<file path="config.mk">
export PLATFORM = sky130hd
export DESIGN_NAME = mem_req_ctrl_flat
export DESIGN_NICKNAME = d
export VERILOG_FILES = /design/src/rtl/mem_req_ctrl_pkg.sv /design/src/rtl/mem_req_ctrl_if.sv /design/src/rtl/mem_req_ctrl_arb.sv /design/src/rtl/mem_req_ctrl.sv /design/src/flat_wrapper.sv
export SDC_FILE = /design/constraint.sdc
export NUM_CORES = 1
export LEC_CHECK = 0
export ABC_AREA = 0
export CAP_MARGIN = 15
export CORE_ASPECT_RATIO = 2
export CORE_MARGIN = 3
export CORE_UTILIZATION = 38
export CTS_CLUSTER_DIAMETER = 50
export DETAILED_ROUTE_END_ITERATION = 12
export HOLD_SLACK_MARGIN = 0.12
export PLACE_DENSITY_LB_ADDON = 0.3
export SETUP_SLACK_MARGIN = 0.2
export SYNTH_ARGS = -nofsm -noshare
export SYNTH_HDL_FRONTEND = slang
export SYNTH_SLANG_ARGS = --single-unit
</file>
<file path="constraint.sdc">
create_clock -name clk -period 1.7 [get_ports clk]
set_input_delay 0.34 -clock clk [delete_from_list [all_inputs] [get_ports clk]]
set_output_delay 0.34 -clock clk [all_outputs]
set_load 0.01 [all_outputs]
</file>
<file path="src/rtl/mem_req_ctrl_pkg.sv">
// mem_req_ctrl_pkg: shared widths, FSM state and transaction type for mem_req_ctrl
package mem_req_ctrl_pkg;
    localparam int ADDR_LEN  = 8;
    localparam int WORD_LEN  = 8;
    localparam int NUM_PORTS = 2;

    typedef enum logic [1:0] {IDLE, ACCESS, RESP} state_t;

    typedef struct packed {
        logic                we;
        logic [ADDR_LEN-1:0] addr;
        logic [WORD_LEN-1:0] wdata;
        logic                port;
    } txn_t;
endpackage

</file>
<file path="src/rtl/mem_req_ctrl_if.sv">
// mem_req_ctrl_if: one requester port of mem_req_ctrl
//   request : req_valid, req_ready, req_we, req_addr, req_wdata
//   response: rsp_valid (one-cycle pulse, no backpressure), rsp_rdata
//   master = requester side, slave = controller side
interface mem_req_ctrl_if;
    import mem_req_ctrl_pkg::*;
    logic                req_valid;
    logic                req_ready;
    logic                req_we;
    logic [ADDR_LEN-1:0] req_addr;
    logic [WORD_LEN-1:0] req_wdata;
    logic                rsp_valid;
    logic [WORD_LEN-1:0] rsp_rdata;

    modport master (
        output req_valid, req_we, req_addr, req_wdata,
        input  req_ready, rsp_valid, rsp_rdata
    );
    modport slave (
        input  req_valid, req_we, req_addr, req_wdata,
        output req_ready, rsp_valid, rsp_rdata
    );
endinterface

</file>
<file path="src/rtl/mem_req_ctrl_arb.sv">
// mem_req_arb: 2-way arbiter for mem_req_ctrl
//   clk, rst : clock, synchronous active-high reset
//   valid    : per-port request valids
//   accept   : a grant was taken this cycle (advances the round-robin pointer)
//   grant    : one-hot grant, zero when nothing is valid
//   MEM_REQ_CTRL_RR_EN defined: round-robin; undefined: fixed priority to port 0
module mem_req_arb
    import mem_req_ctrl_pkg::*;
(
    input  logic                 clk,
    input  logic                 rst,
    input  logic [NUM_PORTS-1:0] valid,
    input  logic                 accept,
    output logic [NUM_PORTS-1:0] grant
);
`ifdef MEM_REQ_CTRL_RR_EN
    // ptr names the port that wins the next contention
    logic ptr;

    always_ff @(posedge clk) begin
        if (rst)
            ptr <= 1'b0;
        else if (accept)
            ptr <= ~grant[1];
    end

    always_comb begin
        grant[0] = valid[0] & (~valid[1] | ~ptr);
        grant[1] = valid[1] & (~valid[0] | ptr);
    end
`else
    // fixed priority needs no state; clk/rst/accept are intentionally unused here
    logic unused;
    assign unused = ^{clk, rst, accept};

    always_comb grant = valid[0] ? 2'b01 : {valid[1], 1'b0};
`endif
endmodule

</file>
<file path="src/rtl/mem_req_ctrl.sv">
// mem_req_ctrl: two-port request controller in front of the single-port MEMORY block
//   clk, rst     : clock, synchronous active-high reset
//   p0, p1       : requester ports (p0 = fetch, p1 = load/store), slave side
//   mem_addr     : to MEMORY.addr, holds the last transaction's address
//   mem_r_en     : to MEMORY.r_en, high only in the ACCESS cycle of a read
//   mem_w_en     : to MEMORY.w_en, high only in the ACCESS cycle of a write
//   mem_data_in  : to MEMORY.data_in, holds the last transaction's write data
//   mem_data_out : from MEMORY.data_out, sampled at the end of a read ACCESS
//   Optional macro MEM_REQ_CTRL_RR_EN selects round-robin arbitration.
module mem_req_ctrl
    import mem_req_ctrl_pkg::*;
(
    input  logic                clk,
    input  logic                rst,
    mem_req_ctrl_if.slave       p0,
    mem_req_ctrl_if.slave       p1,
    output logic [ADDR_LEN-1:0] mem_addr,
    output logic                mem_r_en,
    output logic                mem_w_en,
    output logic [WORD_LEN-1:0] mem_data_in,
    input  logic [WORD_LEN-1:0] mem_data_out
);
    state_t               state;
    state_t               state_nx;
    txn_t                 txn;
    logic [WORD_LEN-1:0]  rdata;
    logic [NUM_PORTS-1:0] grant;
    logic                 open;
    logic                 accept;

    mem_req_arb u_arb (
        .clk    (clk),
        .rst    (rst),
        .valid  ({p1.req_valid, p0.req_valid}),
        .accept (accept),
        .grant  (grant)
    );

    always_ff @(posedge clk) begin
        if (rst) begin
            state <= IDLE;
            txn   <= '0;
            rdata <= '0;
        end else begin
            state <= state_nx;
            if (accept)
                txn <= grant[1] ? {p1.req_we, p1.req_addr, p1.req_wdata, 1'b1}
                                : {p0.req_we, p0.req_addr, p0.req_wdata, 1'b0};
            if (state == ACCESS && !txn.we)
                rdata <= mem_data_out;
        end
    end

    // Memory pins come straight from the transaction register, so they only
    // change on an accept edge; the strobes are decoded from ACCESS alone.
    // Ready is blocked during reset so a request is never taken while resetting.
    always_comb begin
        open         = !rst && state != ACCESS;
        accept       = open && |grant;
        state_nx     = accept ? ACCESS : (state == ACCESS ? RESP : IDLE);
        p0.req_ready = open && grant[0];
        p1.req_ready = open && grant[1];
        p0.rsp_valid = state == RESP && !txn.port;
        p1.rsp_valid = state == RESP && txn.port;
        p0.rsp_rdata = rdata;
        p1.rsp_rdata = rdata;
        mem_addr     = txn.addr;
        mem_data_in  = txn.wdata;
        mem_r_en     = state == ACCESS && !txn.we;
        mem_w_en     = state == ACCESS && txn.we;
    end
endmodule

</file>
<file path="src/flat_wrapper.sv">
// flat-port wrapper written by rule: the top's interface ports become plain ports
module mem_req_ctrl_flat import mem_req_ctrl_pkg::*;
  (clk, rst, mem_addr, mem_r_en, mem_w_en, mem_data_in, mem_data_out, p0_req_valid, p0_req_we, p0_req_addr, p0_req_wdata, p0_req_ready, p0_rsp_valid, p0_rsp_rdata, p1_req_valid, p1_req_we, p1_req_addr, p1_req_wdata, p1_req_ready, p1_rsp_valid, p1_rsp_rdata);
  mem_req_ctrl_if p0_i ();
  mem_req_ctrl_if p1_i ();
  input  logic clk;
  input  logic rst;
  output logic [ADDR_LEN-1:0] mem_addr;
  output logic mem_r_en;
  output logic mem_w_en;
  output logic [WORD_LEN-1:0] mem_data_in;
  input  logic [WORD_LEN-1:0] mem_data_out;
  input wire logic [$bits(p0_i.req_valid)-1:0] p0_req_valid;
  input wire logic [$bits(p0_i.req_we)-1:0] p0_req_we;
  input wire logic [$bits(p0_i.req_addr)-1:0] p0_req_addr;
  input wire logic [$bits(p0_i.req_wdata)-1:0] p0_req_wdata;
  output wire logic [$bits(p0_i.req_ready)-1:0] p0_req_ready;
  output wire logic [$bits(p0_i.rsp_valid)-1:0] p0_rsp_valid;
  output wire logic [$bits(p0_i.rsp_rdata)-1:0] p0_rsp_rdata;
  input wire logic [$bits(p1_i.req_valid)-1:0] p1_req_valid;
  input wire logic [$bits(p1_i.req_we)-1:0] p1_req_we;
  input wire logic [$bits(p1_i.req_addr)-1:0] p1_req_addr;
  input wire logic [$bits(p1_i.req_wdata)-1:0] p1_req_wdata;
  output wire logic [$bits(p1_i.req_ready)-1:0] p1_req_ready;
  output wire logic [$bits(p1_i.rsp_valid)-1:0] p1_rsp_valid;
  output wire logic [$bits(p1_i.rsp_rdata)-1:0] p1_rsp_rdata;
  assign p0_i.req_valid = p0_req_valid;
  assign p0_i.req_we = p0_req_we;
  assign p0_i.req_addr = p0_req_addr;
  assign p0_i.req_wdata = p0_req_wdata;
  assign p0_req_ready = p0_i.req_ready;
  assign p0_rsp_valid = p0_i.rsp_valid;
  assign p0_rsp_rdata = p0_i.rsp_rdata;
  assign p1_i.req_valid = p1_req_valid;
  assign p1_i.req_we = p1_req_we;
  assign p1_i.req_addr = p1_req_addr;
  assign p1_i.req_wdata = p1_req_wdata;
  assign p1_req_ready = p1_i.req_ready;
  assign p1_rsp_valid = p1_i.rsp_valid;
  assign p1_rsp_rdata = p1_i.rsp_rdata;
  mem_req_ctrl u_core (.clk(clk), .rst(rst), .p0(p0_i), .p1(p1_i), .mem_addr(mem_addr), .mem_r_en(mem_r_en), .mem_w_en(mem_w_en), .mem_data_in(mem_data_in), .mem_data_out(mem_data_out));
endmodule
</file>
==> run_results.csv <==
group,metric,value,unit
hold_path,hold_depth,2,
floorplan,dieArea,4670,um2
outcome,status,"finished clean",
synth,syn_nets,206,
sta,skew,0.00168,ns
final_layout,multi_input_area,672,um2
clocking,cts_tree,"built",
critical_path,critPathArrivalTime,1.12,ns
power,peakVddDrop,0.819,mV
global_routing,grt_pass1_vias,1430,
critical_path,slowest_delay,0.53,ns
floorplan,io_pins,84,
place,placed_cells,270,
clocking,path_clk_slew,0.09,ns
floorplan,fp-row-count,31,
power,powerDensity,743,nW/um2
synth,netlist_instances,160,
synth,synth_seq_cells,28,
critical_path,worstSetupEndpointType,"output port",
clocking,clk_latency,0.27,ns
drt,first_pass_iters,4,
global_routing,grt_max_degree,20,
sta,relSlewSlack,83.6,%
place,io_buffers,83,
critical_path,path_cells,"clkdlybuf4s50_1",
global_routing,gr-total-overflow,0,
place,post-place-ws,-0.309,ns
sta,fin_crit_sh,86.1,%
critical_path,reg2reg_depth,5,
global_routing,grt_pass1_wl,6.35,mm
flow_run,maxCapViolCount,0,
drt,antenna_left,0,
final_layout,instances_no_fill,275,
synth,syn_area,1460,um2
floorplan,die_w,49.9,um
sta,slew_viol_final,0,
global_routing,grt_use_total,17.2,%
final_layout,area_growth,55.7,%
synth,synth_async_sr_flop_share,0,%
synth,ys.flop_type,"dfxtp_1",
drt,route.detailed.drc,0,
critical_path,cp_max_fo,2,
sta,setup_slack,0.237,ns
floorplan,die_h,93.7,um
synth,synth_area_leaders,"dfxtp_1 (38%), buf_4 (12%), mux2i_1 (9.6%), o211ai_1 (7.2%), o21ai_0 (4.4%)",
critical_path,cp.depth,1,
critical_path,crit_family,"buffers and inverters",
global_routing,grt_antenna_before_repair,0,
sta,hold_viol,0,
sta,fmaxAchievable,0.683,GHz
critical_path,critPathRequiredTime,1.36,ns
sta,setup_viol,0,
drt,routed_wl,3.97,mm
place,place_area,2220,um2
drt,wl_per_cell,14.4,um
sta,tightest_slew,0.245,ns
final_layout,fill_cells,340,
final_layout,nets,273,
power,leakage,1.06,nW
synth,synth_top_area_share,38.3,%
drt,dr_total_vias,1390,
clocking,cts_inserted_buffers,3,
drt,vias_per_cell,5.05,
final_layout,drive_gt1_share,15.0,%
clocking,clkSinkCount,28,
floorplan,start_util,40.1,%
synth,synth_warnings,0,
sta,period_minus_slack,1.46,ns
drt,drt_iter0_markers,25,
floorplan,core_area,3650,um2
clocking,cts_htree_levels,1,
hold_path,hold_class,"reg -> reg",
final_layout,fin_area,2280,um2
place,dp_hpwl,3.22,mm
synth,synth-edff-count,0,
final_layout,antenna_cells,0,
synth,synth.avg_cell_area,9.14,um2
synth,synthDistinctLibCells,25,
synth,synth_largest_area_cell,"dfxtp_1",
critical_path,critical_path_class,"reg -> out",
sta,final.setup.tns,0,ns
critical_path,slowest_stage,"clkdlybuf4s50_1",
clocking,clockRootBuffer,"clkbuf_8",
synth,synth-seq-area-share,38.3,%
sta,fin_worst_hold_slack,0.500,ns
final_layout,ff_latch_area,568,um2
clocking,max-clock-path-buffers,2,
clocking,ctsHoldBuffers,0,
critical_path,worst_setup_path_start_kind,"flip-flop",
sta,rsz0062_at_grt,"true",
place,finalWeightedCongestion,0.742,
critical_path,critPathBufInv,1,
-- metrics by stage --
| stage | total power, mW | utilization, % |
|---|---|---|
| after detailed placement | 1.24 | 60.8 |
| after global placement | 1.22 | 60.8 |
| after global routing | 1.77 | 62.5 |
| final | 1.69 | 62.5 |
| after floorplan | 1.00 | - |
| after CTS | 1.71 | 61.8 |
-- placed cells by master (no fill, tap or decap), types with 2 or more instances in the layout --
master / instances
clkdlybuf4s50_1: 43
dlygate4sd2_1: 30
dfxtp_1: 26
buf_4: 15
mux2i_1: 14
o211ai_1: 14
o21ai_0: 13
nand2_1: 9
o21ai_1: 9
a21oi_1: 8
and3b_1: 4
nor2b_1: 4
dlymetal6s2s_1: 4
nor2_1: 3
a32o_1: 3
a221o_1: 3
clkbuf_8: 3
buf_2: 3
nor2b_4: 2
dfxtp_4: 2
-- worst reg2reg max path: stages, from the launching register on --
cell,delay (ns)
dfxtp_4,0.37
buf_6,0.11
nor2b_4,0.04
buf_4,0.18
or3_4,0.47
o21ai_0,0.21
-- layer usage --
layer / GRT usage [%] / vias up / wire length (um)
met5: 0 / - / 0
met3: 3.02 / 2 / 244
met2: 35.6 / 56 / 2340
met1: 16.2 / 656 / 1350
li1: - / 676 / -
met4: 4.85 / 0 / 31
-- cell type report --
cell class,instances,share of cell area [%]
sequential,28,24.9
clock buffer,3,1.81
inverter,2,0.330
tap,49,2.69
timing repair buffer,98,39.4
clock inverter,1,1.32
multi-input combinational,94,29.5
-- timing repair --
action,in CTS,in global routing
resized for setup,54,13
pin swaps,0,1
setup endpoints to repair,35,9
buffers inserted,1,0
gates cloned,0,0
-- sequential cells by signal (all words and copies together) (netlist names) --
signal               flops
u_core.mem_data_in       8
u_core.txn               2
u_core.p0.rsp_rdata      8
u_core.mem_addr          8
u_core.state             2
-- kinds of logic (layout without fill, tap and decap cells) --
logic type	after synthesis	in the layout	synth area share (%)
buffers and inverters	38	104	17.2
AND/OR/NAND/NOR	29	29	12.9
multiplexers	14	14	9.58
flip-flops	28	28	38.3
AO/OA/AOI/OAI	51	51	22.0
-- final timing paths --
path | slack (ns) | end | startpoint
worst max register to register | 0.26 | u_core.mem_data_in[3] | u_core.state[1]
worst min register to register | 0.50 | u_core.p0.rsp_rdata[5] | u_core.p0.rsp_rdata[5]
worst min-delay path | 0.50 | u_core.p0.rsp_rdata[5] | u_core.p0.rsp_rdata[5]
worst max-delay path | 0.24 | mem_data_in[2] | u_core.mem_data_in[2]
-- report_power, final --
group          switching, mW  internal [mW]  total [mW]
Sequential            0.0348          0.711       0.746
Clock                  0.196          0.315       0.511
Combinational          0.182          0.252       0.434
-- Yosys cell counts (2+ instances only) --
master    count
a21oi_1       8
a221o_1       3
a32o_1        3
and3_1        2
and3b_1       4
buf_2         3
buf_4        24
buf_6         2
clkbuf_1      7
dfxtp_1      28
inv_1         2
mux2i_1      14
nand2_1       9
nor2_1        3
nor2b_1       5
o211ai_1     14
o21ai_0      13
o21ai_1       9
(Power assumes the default switching activity.)
